### config.mk
export PLATFORM = sky130hd
export DESIGN_NAME = shape_sequencer
export DESIGN_NICKNAME = d
export VERILOG_FILES = /design/src/rtl/gpu_ctrl_pkg.sv /design/src/rtl/shape_sequencer.sv
export SDC_FILE = /design/constraint.sdc
export NUM_CORES = 1
export LEC_CHECK = 0
export ABC_AREA = 1
export BUFFER_PORTS_ARGS = -buffer_cell sky130_fd_sc_hd__buf_4
export CAP_MARGIN = 20
export CORE_MARGIN = 2
export CORE_UTILIZATION = 59
export CTS_BUF_LIST = sky130_fd_sc_hd__clkbuf_2 sky130_fd_sc_hd__clkbuf_4 sky130_fd_sc_hd__clkbuf_8
export DETAILED_ROUTE_END_ITERATION = 12
export GPL_TIMING_DRIVEN = 0
export HOLD_SLACK_MARGIN = 0.15
export PLACE_DENSITY = 0.82
export REMOVE_ABC_BUFFERS = 1
export SYNTH_ARGS = -nofsm -noshare
export SYNTH_HDL_FRONTEND = slang
export SYNTH_SLANG_ARGS = --single-unit
### constraint.sdc
create_clock -name clk -period 2.4 [get_ports clk]
set_input_delay 0.24 -clock clk [delete_from_list [all_inputs] [get_ports clk]]
set_output_delay 0.24 -clock clk [all_outputs]
set_load 0.01 [all_outputs]
### src/rtl/gpu_ctrl_pkg.sv
// Shared types and constants for the 2D GPU control blocks.
package gpu_ctrl_pkg;

  typedef enum logic [3:0] {
    IDLE   = 4'd0,
    DECODE = 4'd1,
    PUSH   = 4'd2,
    GEN    = 4'd3,
    OUT    = 4'd4,
    POP    = 4'd5,
    DONE   = 4'd6,
    ERR    = 4'd7,
    FLUSH  = 4'd8
  } state_t;

  localparam int unsigned SHAPE_LINE   = 32'd0;
  localparam int unsigned SHAPE_POLY   = 32'd1;
  localparam int unsigned SHAPE_CIRCLE = 32'd3;

  localparam logic ENG_LINE = 1'b0;
  localparam logic ENG_ARC  = 1'b1;

endpackage

### src/rtl/shape_sequencer.sv
// Shape-to-primitive sequencer: pushes a shape's primitives into the FIFO, steps the
// line/arc engine per pixel, pops finished primitives and reports completion or error.
module shape_sequencer
  import gpu_ctrl_pkg::*;
#(
  parameter int SHAPE_ID_W = 4,
  parameter int MAX_SIDES  = 8,
  parameter int NUM_ARCS   = 8,
  parameter int SEL_W      = 4,
  localparam int SIDE_W    = $clog2(MAX_SIDES + 1),
  localparam int ARC_W     = $clog2(NUM_ARCS)
) (
  input  logic                  clk,
  input  logic                  nreset,
  input  logic                  new_shape,
  input  logic [SHAPE_ID_W-1:0] shapeid,
  input  logic [SIDE_W-1:0]     num_sides,
  input  logic                  data_ready,
  input  logic                  data_sent,
  input  logic                  line_done,
  input  logic                  arc_done,
  input  logic                  abort,
  output logic                  prim_sel,
  output logic                  write,
  output logic                  read,
  output logic                  enable,
  output logic [SEL_W-1:0]      output_sel,
  output logic [ARC_W-1:0]      arc_idx,
  output logic                  busy,
  output logic                  shape_done,
  output logic                  shape_err
);

  state_t                state_r, state_s;
  logic [SHAPE_ID_W-1:0] shape_r;
  logic [SIDE_W-1:0]     sides_r;
  logic [SIDE_W-1:0]     n_r, n_s;
  logic [SIDE_W-1:0]     push_cnt_r;
  logic [SIDE_W-1:0]     side_cnt_r;
  logic [SIDE_W-1:0]     pending_r;
  logic [ARC_W-1:0]      arc_idx_r;
  logic                  is_line_s, is_poly_s, is_circle_s, prim_done_s;

  // Shape class decode and primitive-finished condition
  always_comb begin
    is_line_s   = (shape_r == SHAPE_ID_W'(SHAPE_LINE));
    is_poly_s   = (shape_r == SHAPE_ID_W'(SHAPE_POLY));
    is_circle_s = (shape_r == SHAPE_ID_W'(SHAPE_CIRCLE));
    if (is_circle_s) begin
      // only the wrap back to arc 0 ends a circle
      prim_done_s = arc_done && (arc_idx_r == ARC_W'(0));
    end else begin
      prim_done_s = line_done;
    end
  end

  // Next-state logic; abort overrides every active state
  always_comb begin
    state_s = state_r;
    n_s     = n_r;
    case (state_r)
      IDLE: begin
        if (new_shape) state_s = DECODE;
        else           state_s = IDLE;
      end
      DECODE: begin
        if (is_line_s || is_circle_s) begin
          n_s     = SIDE_W'(1);
          state_s = PUSH;
        end else if (is_poly_s && (sides_r >= SIDE_W'(3)) && (sides_r <= SIDE_W'(MAX_SIDES))) begin
          n_s     = sides_r;
          state_s = PUSH;
        end else begin
          state_s = ERR;
        end
      end
      PUSH: begin
        if (push_cnt_r == n_r - SIDE_W'(1)) state_s = GEN;
        else                                state_s = PUSH;
      end
      GEN: begin
        if (prim_done_s)     state_s = POP;
        else if (data_ready) state_s = OUT;
        else                 state_s = GEN;
      end
      OUT: begin
        if (data_sent) state_s = GEN;
        else           state_s = OUT;
      end
      POP: begin
        if (side_cnt_r == n_r - SIDE_W'(1)) state_s = DONE;
        else                                state_s = GEN;
      end
      DONE:    state_s = IDLE;
      ERR:     state_s = IDLE;
      FLUSH: begin
        if (pending_r == SIDE_W'(0)) state_s = IDLE;
        else                         state_s = FLUSH;
      end
      default: state_s = IDLE;
    endcase
    if (abort && (state_r inside {DECODE, PUSH, GEN, OUT, POP})) begin
      state_s = FLUSH;
    end else begin
      state_s = state_s;
    end
  end

  // Moore output decode from registered state and counters
  always_comb begin
    write      = (state_r == PUSH);
    read       = (state_r == POP) || ((state_r == FLUSH) && (pending_r != SIDE_W'(0)));
    enable     = (state_r == GEN);
    output_sel = (state_r == PUSH) ? SEL_W'(push_cnt_r) : SEL_W'(0);
    arc_idx    = arc_idx_r;
    busy       = (state_r != IDLE);
    shape_done = (state_r == DONE);
    shape_err  = (state_r == ERR);
    prim_sel   = (state_r != IDLE) && is_circle_s ? ENG_ARC : ENG_LINE;
  end

  // State register, command latch and primitive counters
  always_ff @(posedge clk or negedge nreset) begin
    if (!nreset) begin
      state_r    <= IDLE;
      shape_r    <= SHAPE_ID_W'(0);
      sides_r    <= SIDE_W'(0);
      n_r        <= SIDE_W'(0);
      push_cnt_r <= SIDE_W'(0);
      side_cnt_r <= SIDE_W'(0);
      pending_r  <= SIDE_W'(0);
      arc_idx_r  <= ARC_W'(0);
    end else begin
      state_r   <= state_s;
      n_r       <= n_s;
      // FIFO occupancy follows the strobes actually issued, so abort mid-PUSH stays exact
      pending_r <= pending_r + SIDE_W'(write) - SIDE_W'(read);
      if ((state_r == IDLE) && new_shape) begin
        shape_r    <= shapeid;
        sides_r    <= num_sides;
        push_cnt_r <= SIDE_W'(0);
        side_cnt_r <= SIDE_W'(0);
        arc_idx_r  <= ARC_W'(0);
      end else begin
        if (write) push_cnt_r <= push_cnt_r + SIDE_W'(1);
        else       push_cnt_r <= push_cnt_r;
        if (state_r == POP) side_cnt_r <= side_cnt_r + SIDE_W'(1);
        else                side_cnt_r <= side_cnt_r;
        if ((state_r == OUT) && (state_s == GEN) && is_circle_s) arc_idx_r <= arc_idx_r + ARC_W'(1);
        else                                                     arc_idx_r <= arc_idx_r;
      end
    end
  end

endmodule

; Word level (Yosys, flattened, before mapping)
; Cells that the tools add are included.
[classes]
n_eq_ne = 13
muxes = 22
order_cmp = 2
reduce_logical = 23
n_addsub = 6
[ops]
columns = op, n
row1 = 4-bit 2-to-1 mux, 9
row2 = 4-bit case mux with 7 select lines, 1
row3 = 3-bit 2-to-1 mux, 8
row4 = 4-bit by 2-bit equality test with 1-bit output (second input constant), 4
row5 = 4-bit by 3-bit equality test with 1-bit output (second input constant), 4
row6 = 4-bit zero test, 3
row7 = 1-bit logical AND, 9
row8 = 4-bit by 1-bit adder with 4-bit output (second input constant), 2
row9 = 4-bit by 1-bit equality test with 1-bit output (second input constant), 2
row10 = 4-bit equality test, 2
row11 = 2-bit nonzero test, 4
row12 = 4-bit nonzero test, 2
row13 = 5-bit nonzero test, 1
row14 = 4-bit by 1-bit adder with 4-bit output, 1
row15 = 4-bit equality test (second input constant), 1
row16 = 4-bit by 2-bit greater-or-equal comparator with 1-bit output (second input constant), 1
row17 = 4-bit <= comparator (second input constant), 1
row18 = 1-bit 2-to-1 mux, 4
row19 = 4-bit by 1-bit subtractor with 4-bit output, 1
row20 = 4-bit by 1-bit subtractor with 4-bit output (second input constant), 1
row21 = 3-bit by 1-bit adder with 3-bit output (second input constant), 1
row22 = 3-bit zero test, 1
row23 = 1-bit logical OR, 2
row24 = 2-bit AND reduction, 1
[totals]
regBits = 31
input_bits = 16
word_cells = 74
out_inout_bits = 14

; Depth between registers and ports, before layout
[logic_depth]
word_depth = 12
depth_mapped = 11
depth_no_buf = 11

; Worst setup path after synthesis
; Ideal clock, no wire load.
[synth_path]
kind = register -> register
startpoint = register state_r[1]
endpoint = register pending_r[2]
path_slack_ns = 0.420
stages_incl_launch_ff = 12
synth_period_minus_slack_ns = 1.980
n_path_buf = 0
t_required_ns = 2.277
t_arrival_ns = 1.857
setup_time_ns = 0.123
cell_sequence = dfrtp_1 -> inv_2 -> nand2_4 -> inv_2 -> nand3_2 -> nand2_1 -> ha_1 -> inv_1 -> ha_1 -> inv_1 -> fa_1 -> xnor2_1
[synth_between]
elab_chain_len = 4
elab_cells_between_ends = 7
cone_classes = add/sub (2) / eq/ne (3) / reduce/logical (2)
[synth_lines]
columns = item, line
row1 = from (decl), shape_sequencer.sv:34  ; state_t state_r, state_s;
row2 = from (signal assigned), shape_sequencer.sv:134  ; state_r <= state_s;
row3 = 4-bit equality test, shape_sequencer.sv:112  ; read = (state_r == POP) || ((state_r == FLUSH) && (pending_r != SIDE_W'(0)));
row4 = 1-bit logical AND, shape_sequencer.sv:112
row5 = 1-bit logical OR (*), shape_sequencer.sv:112
row6 = named net read, shape_sequencer.sv:25  ; output logic read,
row7 = 4-bit by 1-bit subtractor with 4-bit output (*), shape_sequencer.sv:137  ; pending_r <= pending_r + SIDE_W'(write) - SIDE_W'(read);
row8 = to (signal assigned), shape_sequencer.sv:137
row9 = to (decl), shape_sequencer.sv:40  ; logic [SIDE_W-1:0] pending_r;
; The timed path passes the listed nets; every way through them passes the cells marked *.
; A chain may end at the register's enable or synchronous reset.

; Final worst setup path
[layout_path]
startpoint = register pending_r[2]
endpoint = register pending_r[2]
[layout_between]
elab_chain_len = 4
elab_cells_between_ends = 5
cone_classes = add/sub (2) / reduce/logical (3)
[layout_lines]
columns = item, line
row1 = branches (longest 3 deep; another with 4-bit by 1-bit adder with 4-bit output), --
row2 = 4-bit by 1-bit subtractor with 4-bit output (*), shape_sequencer.sv:137
; Mark *: on every way between the ends.

==> run_results.csv <==
group,metric,value,unit
worst_setup_path,crit_start,"pending_r[2]",
synth,yosysUniqueCellTypes,27,
route,wl_per_cell,11.7,µm
synth,synth_area_leaders,"dfrtp_1 (38%), nand2_1 (11%), inv_1 (7.7%)",
global_route,grt_max_degree,32,
job,drv_cap,0,
timing,tightest_slew,0.382,ns
worst_setup_path,reg2reg_from,"pending_r[2]",
pwr,power.leakage,1.30,nW
synth,ys_seq_area_share,38.1,%
clock_tree,cts_buffers,5,
timing,skew,0.00421,ns
die,initial_utilization,61.0,%
layout,n_antenna_cell,0,
hold_path,min_path_type,"in -> reg",
pwr,power_density,1130,nW/µm²
timing,clock.fmax,473,MHz
timing,hold_viol,0,
timing,finalSetupTns,0,ns
route,routed_wirelength,4210,µm
die,die_area,3930,µm²
route,drc_errors,0,
timing,fin_crit,2.12,ns
layout,layout.cells.non_filler,359,
clock_tree,h-tree-depth,2,
synth,syn_area,2030,µm²
die,die_w,62.7,µm
clock_tree,clk_pin_slew,0.10,ns
route,postRouteAntennaNets,0,
pwr,clkPwrFrac,13.1,%
synth,synth.top_cell.area_share,38.1,%
layout,multi_input_area,1050,µm²
route,routed_via_density,4.99,
clock_tree,cts_sinks,31,
global_route,grt_pass1_vias,1760,
layout,layout_common_cells,"nand2_1 (62), inv_1 (42), dfrtp_1 (31)",
layout,fill_cells,267,
worst_setup_path,crit_required,2.63,ns
global_route,overflow,0,
synth,synth_area_per_cell,7.56,µm²
worst_setup_path,crit_type,"reg -> reg",
clock_tree,cts_tree,"built",
place,place_inst,342,
die,pin_count,30,
pwr,comb_power_share,54.7,%
timing,slew_headroom,74.6,%
global_route,grt_first_pass_wirelength,7690,µm
clock_tree,clockBufferDepth,2,
worst_setup_path,crit_path_end_kind,"register",
outcome,status,"complete, no violations",
worst_setup_path,worst_ep_arrival_time,2.34,ns
worst_setup_path,crit_path_max_fanout,2,
synth,synth_top_area_cell,"dfrtp_1",
die,die_h,62.7,µm
synth,yosys_warnings,0,
layout,final_common_cell,"nand2_1",
pwr,switching_share,45.9,%
timing,finalCritPeriodShare,88.2,%
timing,rsz0062_at_grt,"no",
die,core-area,3340,µm²
route,drt_iter0_drc,83,
route,firstDrtPassIters,4,
clock_tree,clock_latency,0.33,ns
global_route,antenna_found_initial,0,
die,rows,21,
hold_path,min_from,"abort",
synth,synth-seq-cells,31,
global_route,grtUsageTotal,25.2,%
pwr,power,2.77,mW
route,via_count,1792,
timing,setup-violations-final,0,
place,dp_hpwl,3070,µm
timing,drv_slew,0,
layout,drive_gt1_share,21.7,%
pwr,p_sw,1.27,mW
synth,synthCells,269,
pwr,p_seq_share,32.3,%
worst_setup_path,start_kind,"register",
clock_tree,cts_root_buf,"clkbuf_4",
layout,seq_area,776,µm²
pwr,ir_drop,0.675,mV
place,gp_congestion,0.874,
pwr,p_int,1.50,mW
layout,syn2layout_area_growth,20.6,%
layout,fin_nets,339,
clock_tree,cts_resized,0,
place,port_buffers,29,
[metal layers]
metal | part of all wire, % | GRT usage (%)
met2 | 51 | 42.5
met4 | 0.50 | 8.89
met5 | 0 | 0
met3 | 4.2 | 6.67
met1 | 44 | 31.1
[kinds of logic (layout without fill, tap and decap cells)]
logic type / after synthesis / in the layout / synth area share [%]
AO/OA/AOI/OAI: 28 / 28 / 7.38
XOR/XNOR: 6 / 6 / 2.58
adder cells (fa/ha/maj): 11 / 11 / 7.13
buffers and inverters: 52 / 96 / 10.1
flip-flops: 31 / 31 / 38.1
AND/OR/NAND/NOR: 141 / 141 / 34.6
[flip-flops by register name, indices dropped and copies added, names as in the netlist]
signal      count
n_r             4
sides_r         4
arc_idx         3
push_cnt_r      4
shape_r         4
pending_r       4
side_cnt_r      4
state_r         4
[Yosys cell counts]
cell type / count
dfrtp_1: 31
nand2_2: 7
nand3_2: 2
nor3_1: 2
nand2_4: 5
nor2_2: 1
nand3_1: 27
a21oi_1: 9
o31ai_1: 2
o21ai_0: 11
o21ai_1: 4
xor2_1: 3
nand4_1: 3
ha_1: 10
o21a_1: 1
nand2_1: 62
nor2_1: 24
inv_1: 42
buf_4: 1
nor2_4: 6
buf_6: 1
o211ai_1: 1
or2_2: 1
inv_2: 8
fa_1: 1
xnor2_1: 3
nand3_4: 1
[through the flow]
stage          hold WS (ns)  area (µm²)  setup WS, ns  util, %
4_1_cts               0.171        2450         0.258     73.5
3_3_place_gp          0.198        2290         0.329     68.7
6_report              0.177        2450         0.284     73.5
2_1_floorplan       -0.0556        2020         0.420        -
5_1_grt               0.169        2450         0.154     73.5
3_5_place_dp          0.191        2290         0.264     68.7
[power by group through the flow]
stage          combinational (mW)  clock, mW  sequential, mW
3_5_place_dp                 1.51          0           0.902
6_report                     1.52      0.362           0.895
5_1_grt                      1.76      0.388           0.928
2_1_floorplan                1.17          0           0.873
4_1_cts                      1.53      0.365           0.897
3_3_place_gp                 1.45          0           0.898
[layout make-up]
| type | instances | area share (%) |
|---|---|---|
| clock buffers | 8 | 2.96 |
| well taps | 46 | 2.35 |
| repair buffers | 38 | 12.5 |
| multi-input cells | 186 | 42.9 |
| flip-flops and latches | 31 | 31.6 |
| inverters | 50 | 7.65 |
[path summary, 6_finish.rpt]
kind	endpoint	slack, ns	cells past startpoint
worst min register to register	n_r[1]	0.50	2
min in group asynchronous	pending_r[1]	0.36	2
max in group asynchronous	state_r[2]	1.76	2
worst min-delay path	state_r[3]	0.18	3
worst max register to register	pending_r[2]	0.28	11
worst max-delay path	pending_r[2]	0.28	11
[repair_timing]
action | CTS | global route
endpoints found under the hold margin | 39 | 0
setup buffers | 0 | 0
hold buffers | 9 | 0
[critical path: stages (launching register included)]
cell and delay [ns]:
dfrtp_1 0.37, inv_1 0.07, ha_1 0.16, nand3_1 0.13, nand3_2 0.12, nand2_1 0.10
ha_1 0.28, inv_1 0.05, ha_1 0.17, inv_1 0.06, fa_1 0.37, xnor2_1 0.14
No activity file was read; power rests on OpenSTA's default activity.
